--- src/rtl/seq_chunk_adder_if.sv ---
// Operand/result handshake bundle for seq_chunk_adder.
// The master side produces operands and consumes results; the slave side is the adder.
interface seq_chunk_adder_if #(
    parameter int WIDTH = 16
);
    logic             in_valid;
    logic             in_ready;
    logic [WIDTH-1:0] a;
    logic [WIDTH-1:0] b;
    logic             cin;
    logic             sub;
    logic             out_valid;
    logic             out_ready;
    logic [WIDTH-1:0] s;
    logic             cout;
    logic             ovf;

    modport master (
        output in_valid, a, b, cin, sub, out_ready,
        input  in_ready, out_valid, s, cout, ovf
    );

    modport slave (
        input  in_valid, a, b, cin, sub, out_ready,
        output in_ready, out_valid, s, cout, ovf
    );
endinterface

--- src/rtl/seq_chunk_adder.sv ---
// Multi-cycle add/subtract: CHUNK bits per clock with a registered carry between chunks,
// valid/ready on both sides, result held in DONE until the consumer takes it.
module seq_chunk_adder #(
    parameter int WIDTH = 16,
    parameter int CHUNK = 4
) (
    input  logic             clk,
    input  logic             rst_n,
    seq_chunk_adder_if.slave bus
);
    localparam int NCHUNK = WIDTH / CHUNK;
    localparam int KW     = (NCHUNK > 1) ? $clog2(NCHUNK) : 1;

    if (WIDTH < 1 || CHUNK < 1 || (WIDTH % CHUNK) != 0) begin : g_bad_params
        $error("seq_chunk_adder: WIDTH must be >= 1 and an exact multiple of CHUNK");
    end

    typedef enum logic [1:0] {IDLE, RUN, DONE} state_t;

    state_t           state_q, state_d;
    logic [KW-1:0]    k_q;
    logic [WIDTH-1:0] a_q, b_q, s_q;
    logic             carry_q, a_msb_q, b_msb_q, cout_q, ovf_q;

    logic             in_ready, out_valid, accept, last_chunk;
    logic [WIDTH-1:0] b_eff, s_nxt;
    logic [CHUNK:0]   chunk_sum;

    // Operands shift right one chunk per cycle so the active chunk is always at bit 0;
    // result chunks enter from the top and end up in place after NCHUNK shifts.
    always_comb begin
        // NOTE: every signal driven here gets a default first, so no path leaves one unassigned (no latch).
        state_d    = state_q;
        in_ready   = 1'b0;
        out_valid  = 1'b0;
        b_eff      = bus.sub ? ~bus.b : bus.b;
        last_chunk = (k_q == KW'(NCHUNK - 1));
        chunk_sum  = {1'b0, a_q[CHUNK-1:0]} + {1'b0, b_q[CHUNK-1:0]} + {{CHUNK{1'b0}}, carry_q};
        s_nxt      = (s_q >> CHUNK) | (WIDTH'(chunk_sum[CHUNK-1:0]) << (WIDTH - CHUNK));

        unique case (state_q)
            IDLE: in_ready = 1'b1;
            RUN:  if (last_chunk) state_d = DONE;
            DONE: begin
                out_valid = 1'b1;
                if (bus.out_ready) begin
                    in_ready = 1'b1;
                    state_d  = IDLE;
                end
            end
            default: state_d = IDLE;
        endcase

        // Accepting overrides the DONE->IDLE move so back-to-back transfers lose no cycle.
        accept = in_ready & bus.in_valid;
        if (accept) state_d = RUN;
    end

    always_ff @(posedge clk or negedge rst_n) begin
        if (!rst_n) begin
            // NOTE: the datapath is small, so every register including operands is reset; no memories here.
            state_q <= IDLE;
            k_q     <= '0;
            a_q     <= '0;
            b_q     <= '0;
            s_q     <= '0;
            carry_q <= 1'b0;
            a_msb_q <= 1'b0;
            b_msb_q <= 1'b0;
            cout_q  <= 1'b0;
            ovf_q   <= 1'b0;
        end else begin
            // NOTE: sequential state uses non-blocking assignments so every register sees pre-edge values.
            state_q <= state_d;
            if (accept) begin
                a_q     <= bus.a;
                b_q     <= b_eff;
                carry_q <= bus.cin;
                a_msb_q <= bus.a[WIDTH-1];
                b_msb_q <= b_eff[WIDTH-1];
                k_q     <= '0;
            end else if (state_q == RUN) begin
                a_q     <= a_q >> CHUNK;
                b_q     <= b_q >> CHUNK;
                s_q     <= s_nxt;
                carry_q <= chunk_sum[CHUNK];
                k_q     <= k_q + 1'b1;
                if (last_chunk) begin
                    cout_q <= chunk_sum[CHUNK];
                    ovf_q  <= (a_msb_q == b_msb_q) & (chunk_sum[CHUNK-1] != a_msb_q);
                end
            end
        end
    end

    assign bus.in_ready  = in_ready;
    assign bus.out_valid = out_valid;
    assign bus.s         = s_q;
    assign bus.cout      = cout_q;
    assign bus.ovf       = ovf_q;
endmodule
--- src/flat_wrapper.sv ---
// flat-port wrapper written by rule: the top's interface ports become plain ports
module seq_chunk_adder_flat 
#(
    parameter int WIDTH = 16,
    parameter int CHUNK = 4
)
  (clk, rst_n, bus_in_valid, bus_a, bus_b, bus_cin, bus_sub, bus_out_ready, bus_in_ready, bus_out_valid, bus_s, bus_cout, bus_ovf);
  seq_chunk_adder_if #(.WIDTH(WIDTH)) bus_i ();
  input  logic clk;
  input  logic rst_n;
  input wire logic [$bits(bus_i.in_valid)-1:0] bus_in_valid;
  input wire logic [$bits(bus_i.a)-1:0] bus_a;
  input wire logic [$bits(bus_i.b)-1:0] bus_b;
  input wire logic [$bits(bus_i.cin)-1:0] bus_cin;
  input wire logic [$bits(bus_i.sub)-1:0] bus_sub;
  input wire logic [$bits(bus_i.out_ready)-1:0] bus_out_ready;
  output wire logic [$bits(bus_i.in_ready)-1:0] bus_in_ready;
  output wire logic [$bits(bus_i.out_valid)-1:0] bus_out_valid;
  output wire logic [$bits(bus_i.s)-1:0] bus_s;
  output wire logic [$bits(bus_i.cout)-1:0] bus_cout;
  output wire logic [$bits(bus_i.ovf)-1:0] bus_ovf;
  assign bus_i.in_valid = bus_in_valid;
  assign bus_i.a = bus_a;
  assign bus_i.b = bus_b;
  assign bus_i.cin = bus_cin;
  assign bus_i.sub = bus_sub;
  assign bus_i.out_ready = bus_out_ready;
  assign bus_in_ready = bus_i.in_ready;
  assign bus_out_valid = bus_i.out_valid;
  assign bus_s = bus_i.s;
  assign bus_cout = bus_i.cout;
  assign bus_ovf = bus_i.ovf;
  seq_chunk_adder #(.WIDTH(WIDTH), .CHUNK(CHUNK)) u_core (.clk(clk), .rst_n(rst_n), .bus(bus_i));
endmodule
--- config.mk ---
export PLATFORM = sky130hd
export DESIGN_NAME = seq_chunk_adder_flat
export DESIGN_NICKNAME = d
export VERILOG_FILES = /design/src/rtl/seq_chunk_adder_if.sv /design/src/rtl/seq_chunk_adder.sv /design/src/flat_wrapper.sv
export SDC_FILE = /design/constraint.sdc
export NUM_CORES = 1
export LEC_CHECK = 0
export ABC_AREA = 1
export BUFFER_PORTS_ARGS = -buffer_cell sky130_fd_sc_hd__buf_2
export CORE_AREA = 2 2 81 83
export DETAILED_ROUTE_END_ITERATION = 16
export DIE_AREA = 0 0 83 85
export PLACE_DENSITY = 0.79
export SLEW_MARGIN = 20
export SYNTH_ARGS = -nofsm -noshare
export SYNTH_HDL_FRONTEND = slang
export SYNTH_SLANG_ARGS = --single-unit
--- constraint.sdc ---
create_clock -name clk -period 1.6 [get_ports clk]
set_clock_uncertainty 0.2 [all_clocks]
set_input_delay 0.16 -clock clk [delete_from_list [all_inputs] [get_ports clk]]
set_output_delay 0.16 -clock clk [all_outputs]
set_load 0.01 [all_outputs]
==> metrics, run 1 <==
CP delay by family, top=flip-flops; GPL Wtd Cong=0.793; CTS tree=built; worst r2r src=u_core.carry_q; IO Count=58; drt via density=4.75; peak supply drop=1.19 mV; M2 GR Usage=30.3%; layout cells sized above 1=26.4%; Crit-path slowest cell=dfrtp_1; DRC=0; CP endpoint kind=flop; max incr delay on CP=0.41 ns; Worst path depth=9; CP bufs+invs=2; grt ovf=0; worst skew pair latency=0.34 ns; period utilization=111%; largest net degree at the start of global routing=58; port bufs=57; starting DRC count in detailed routing=72; Routed WL per cell=11.9 um; Longest Clk Path Bufs=2; crit path from=u_core.carry_q; xor and xnor area share after synthesis=5.10%; CP dominant cell by count=nand3_2; multiplexer share of the synthesized area=0%; first-pass GRT wire length=10.1 mm; die area=7060 um^2; # nets final=452; Row Count=29; power per cell area=1960 nW/um^2; Die W=83 um; GR peak layer=met2; Core ar.=6200 um^2; initial antenna violation count=0; Unique masters post-synth=25; worst setup margin=-0.172 ns; Clock transition at path regs=0.07 ns; Starting Density=44.3%; Synth Area in Adders=3.28%; synth-to-layout area growth=36.3%; Final Max Slew Viols=0; synth top area cells=dfrtp_1, nand2_1, nand3_1; FF+latch count, synth=57; H-tree depth=3; via count=2328; Register Area=1430 um^2; status=finished, violations left; R2R depth=9; failing checks=setup timing; prevailing post-synth register cell=dfrtp_1; setup TNS=-0.815 ns; synthesized area=2750 um^2; All-Layer GR Usage=17.8%; main combinational cell family by area after synthesis=simple AND/OR/NAND/NOR gates; vias in the first global route=2319; routing usage on met3=6.52%; final-report hold violation count=0; R2R Setup Slk=-0.17 ns; CP max FO=2; number of fill cells=518; root buf cell=clkbuf_8; CP cell instances=fa_2, buf_4, buf_4, nand2_2, nand2_2, nand3_2, nand3_2, nand3_2, nand2_1; DR pass1 iterations=4; worst path arrival time=1.80 ns; WP data required=1.62 ns; Diodes inserted=0; Max-Slew Margin vs Limit=71.1%; highest clock rate=564 MHz; P_leak=1.95 nW; Crit Path Class=reg2reg; Tightest Pin Transition=0.434 ns; chip height=85 um; CP startpoint kind=flop; Num CTS Buffers=9; Yosys top cell by area=dfrtp_1; Syn Inst Count=308; Post-DP HPWL=3.70 mm; syn nets=352; final wirelength=5.82 mm; Worst Setup EP=u_core.bus.ovf; Commonest cells post-synth=nand2_1, dfrtp_1, nand3_1; register area share after synthesis=51.9%; Mapped Avg Cell Area=8.92 um^2; clk sink count=57; Compound-Gate Fraction of Synth Area=5.69%; Post-synth EDFFs=0; Place WS=-0.162 ns; final setup violation count=6; min cycle time layout=1.77 ns; post-route antenna net violation count=0; r2r endpoint=u_core.bus.ovf; RSZ-0062 raised after global routing=yes; Synth top area share=51.9%; yosys warns=0; HP Class=in2async; area share of and/or/nand/nor cells after synthesis=26.3%; count leader, synth=nand2_1; maxcap violations=0; met1 Resource Use GR=21.3%; ys async rst share=100%; Multi-input gate area=1150 um^2
[cell type report]
cell class	instances	share of cell area (%)
Sequential cell	57	38.1
Multi-Input combinational cell	217	30.7
Timing Repair Buffer	103	19.9
Clock buffer	11	3.78
Clock inverter	5	2.74
Tap cell	77	2.57
Inverter	20	2.21
[worst min path at each step]
stage / slack, ns / depth (start not counted) / start / end
final: 0.16 / 3 / rst_n / u_core.bus.s[9]
after global routing: 0.17 / 3 / rst_n / u_core.b_q[8]
after CTS: 0.14 / 3 / bus_sub / u_core.b_q[13]
after detailed placement: -0.02 / 2 / rst_n / u_core.bus.s[7]
after global placement: -0.02 / 2 / rst_n / u_core.bus.s[3]
after floorplan: -0.34 / 0 / rst_n / u_core.a_msb_q
[kinds of logic after synthesis]
kind of cell	count (synthesis)
simple gates	168
flops	57
buf+inv	34
compound gates	27
xor+xnor	16
fa+ha+maj	6
[power breakdown]
group          switching, mW  leakage, nW  internal [mW]
registers              0.397        0.720           2.12
logic                   1.89         1.11           1.30
clock network          0.572        0.120           1.07
[metrics by stage]
step | instance area, um^2 | hold WS, ns | util [%] | power (mW) | std cells
6_report | 3740 | 0.159 | 60.3 | 7.35 | 490
2_1_floorplan | 2750 | -0.336 | - | 4.74 | 308
3_3_place_gp | 3060 | -0.0178 | 49.3 | 5.30 | 433
4_1_cts | 3680 | 0.144 | 59.3 | 7.23 | 485
5_1_grt | 3740 | 0.168 | 60.3 | 8.01 | 490
3_5_place_dp | 3060 | -0.0180 | 49.3 | 5.43 | 433
[cell usage in the layout, fill, tap and decap left out, types with 2 or more instances in the layout]
cell type and n:
bufinv_16 3, nand3_2 10, xnor2_1 3, buf_2 57, nor2_1 3, inv_2 3, inv_1 15, ha_1 4
dlygate4sd3_1 36, nand3_1 22, nand2_2 4, nand2_4 2, o211ai_1 2, nand2_1 126, o21ai_0 17, buf_12 2
xor2_1 13, clkbuf_8 10, buf_4 8, fa_2 2, dfrtp_1 57, a21oi_1 3
[sequential cells by signal, summed over array words and instances, names as in the netlist, 2 cells and up]
signal / flops
u_core.k_q: 2
u_core.a_q: 16
u_core.state_q: 2
u_core.bus.s: 16
u_core.b_q: 16
[repair_timing]
| action | 4_1_cts | 5_1_grt |
|---|---|---|
| resized for setup | 6 | 7 |
| hold endpoints to repair | 94 | 0 |
| pin swaps | 3 | 5 |
| hold buffers | 36 | 0 |
| buffers inserted | 0 | 5 |
| setup endpoints to repair | 7 | 38 |
[per-layer routing]
layer,vias up,part of all wire [%]
met2,62,50
met5,-,0
met1,1088,44
met4,0,1.2
li1,1169,-
met3,9,5.5
[worst reg2reg max path: stages (launching register included)]
cell,delay (ns)
dfrtp_1,0.41
fa_2,0.41
buf_4,0.14
buf_4,0.13
nand2_2,0.05
nand2_2,0.06
nand3_2,0.07
nand3_2,0.09
nand3_2,0.07
nand2_1,0.04
No activity file was read; power rests on OpenSTA's default activity.
==> inputs of run 2 (changes only) <==
--- a/config.mk
+++ b/config.mk
@@ -7,10 +7,10 @@
 export LEC_CHECK = 0
 export ABC_AREA = 1
 export BUFFER_PORTS_ARGS = -buffer_cell sky130_fd_sc_hd__buf_2
-export CORE_AREA = 2 2 81 83
+export CORE_AREA = 2 2 82 84
 export DETAILED_ROUTE_END_ITERATION = 16
-export DIE_AREA = 0 0 83 85
-export PLACE_DENSITY = 0.79
+export DIE_AREA = 0 0 84 86
+export PLACE_DENSITY = 0.77
 export SLEW_MARGIN = 20
 export SYNTH_ARGS = -nofsm -noshare
 export SYNTH_HDL_FRONTEND = slang
==> run 2 against run 1 <==
The run still ends with setup timing left. Combinational power increased by 3%. Largest power group unchanged. Largest cell class unchanged. Critical path type unchanged. Flip-flop and latch count did not move. Non-clock buffer count fell by 1. Final area fell by 0.27%. Via count down 0.13%.
==> metrics, run 2 (same netlist as run 1, synthesis figures left out) <==
synth-to-layout area growth=35.9%; Area after DPL=3060 um^2 (unchanged); CP startpoint kind=flop; GPL Wtd Cong=0.776 (-2.1%); peak supply drop=1.10 mV (-7.8%); Flop pwr share=34.5% (+0.2 points); worst r2r src=u_core.carry_q; HP Class=in2async; Post-DP HPWL=3.91 mm (+5.9%); Num CTS Buffers=9 (unchanged); Tightest Pin Transition=0.427 ns (-0.00630 ns); final wirelength=6.11 mm (+5.0%); status=finished, violations left; drt via density=4.75 (about the same); # nets final=451 (-0.22%); highest clock rate=562 MHz (-0.41%); worst path arrival time=1.84 ns (+0.04 ns); setup TNS=-0.600 ns (+0.215 ns); CP max FO=2 (unchanged); power per cell area=1970 nW/um^2 (+0.43%); DRC=0 (unchanged); final setup violation count=5 (-1); Finished Layout Cells=489 (-0.20%); CP endpoint kind=flop; H-tree depth=3 (unchanged); WP data required=1.66 ns (+0.04 ns); post-route cell area=3730 um^2 (-0.27%); failing checks=setup timing; chip height=86 um (+1.2%); CP cell instances=fa_2, inv_2, fa_2, inv_2, buf_4, a21oi_2, o21ai_1, o21ai_1; vias in the first global route=2362 (+1.9%); starting DRC count in detailed routing=131 (+82%); Net Sw Frac=40.0% (+1.1 points); clock group share of total power=20.9% (-1.5 points); Final Max Slew Viols=0 (unchanged); P_leak=1.93 nW (-0.77%); Comb power frac=44.6% (+1.3 points); Core ar.=6280 um^2 (+1.2%); Clock transition at path regs=0.07 ns (about the same); min cycle time layout=1.78 ns (+0.00734 ns); initial antenna violation count=0 (unchanged); clk sink count=57 (unchanged); Routed WL per cell=12.5 um (+5.2%); root buf cell=clkbuf_8; die area=7220 um^2 (+2.4%); worst setup margin=-0.179 ns (-0.00734 ns); placed insts=433 (unchanged); IO Count=58 (unchanged); Longest Clk Path Bufs=2 (unchanged); worst skew pair latency=0.34 ns (about the same); grt ovf=0 (unchanged); DR pass1 iterations=4 (unchanged); All-Layer GR Usage=18.3% (+0.48 points); first-pass GRT wire length=10.4 mm (+3.8%); via count=2325 (-0.13%); max incr delay on CP=0.41 ns (about the same); post-route antenna net violation count=0 (unchanged); layout cells sized above 1=26.9% (+0.55 points); Diodes inserted=0 (unchanged); P_sw=2.94 mW (+2.9%); CTS tree=built; final-report hold violation count=0 (unchanged); Final Power=7.36 mW (+0.17%); largest net degree at the start of global routing=58 (unchanged); most frequent cells in the layout=nand2_1, buf_2, dfrtp_1, dlygate4sd3_1, nand3_1; Die W=84 um (+1.2%); Crit-path slowest cell=fa_2; period utilization=111% (+0.46 points); Place WS=-0.122 ns (+0.0393 ns); Row Count=29 (unchanged); crit path from=u_core.carry_q; most common cell after layout, fill and taps aside=nand2_1; maxcap violations=0 (unchanged); Crit Path Class=reg2reg; port bufs=57 (unchanged); RSZ-0062 raised after global routing=yes; Max-Slew Margin vs Limit=71.5% (+0.42 points); Starting Density=43.8% (-0.51 points); P_int=4.42 mW (-1.6%)
run 2: final cells by class:
type	count	area, um^2
Fill cell	534	2540
Sequential cell	57	1430
Multi-Input combinational cell	217	1160
Timing Repair Buffer	102	738
Clock buffer	11	151
Tap cell	77	96.3
Inverter	20	80.1
Clock inverter	5	77.6
run 2: power groups by stage:
stage / clock, mW / combinational [mW] / sequential (mW)
3_5_place_dp: 0 / 2.92 / 2.55
5_1_grt: 1.64 / 3.72 / 2.62
6_report: 1.54 / 3.28 / 2.54
4_1_cts: 1.57 / 3.04 / 2.53
2_1_floorplan: 0 / 2.19 / 2.56
3_3_place_gp: 0 / 2.79 / 2.51
run 2: per-stage QoR:
stage | hold WS [ns] | util, %
finish | 0.150 | 59.5
floorplan | -0.336 | -
global route | 0.178 | 59.5
detailed placement | -0.0142 | 48.8
CTS | 0.136 | 58.3
global placement | -0.0176 | 48.8
run 2: worst max-delay path: cells and delay by family, from the launching register on:
| family | cells | cell delay (ns) |
|---|---|---|
| fa+ha+maj | 2 | 0.59 |
| buf+inv | 3 | 0.23 |
| flops | 1 | 0.40 |
| compound gates | 3 | 0.28 |
run 2: what timing repair did:
item	CTS	global route
endpoints found under the hold margin	94	0
pin swaps	2	6
hold buffers	36	0
endpoints found under the setup margin	7	7
resized for setup	3	13
setup buffers	0	4
run 2: per-layer routing:
| layer | GRT usage, % | part of all wire, % |
|---|---|---|
| met5 | 0 | 0 |
| met4 | 8.94 | 2.6 |
| met3 | 4.14 | 5.1 |
| met2 | 31.4 | 50 |
| met1 | 21.8 | 42 |
run 2: worst paths after layout:
kind	end	slack, ns	cells past startpoint
max	u_core.bus.s[14]	-0.18	8
min	u_core.bus.s[11]	0.15	3
max reg2reg	u_core.bus.s[14]	-0.18	8
min reg2reg	u_core.bus.s[2]	0.27	2
max in group asynchronous	u_core.bus.cout	0.79	3
min in group clk	u_core.b_q[14]	0.15	3
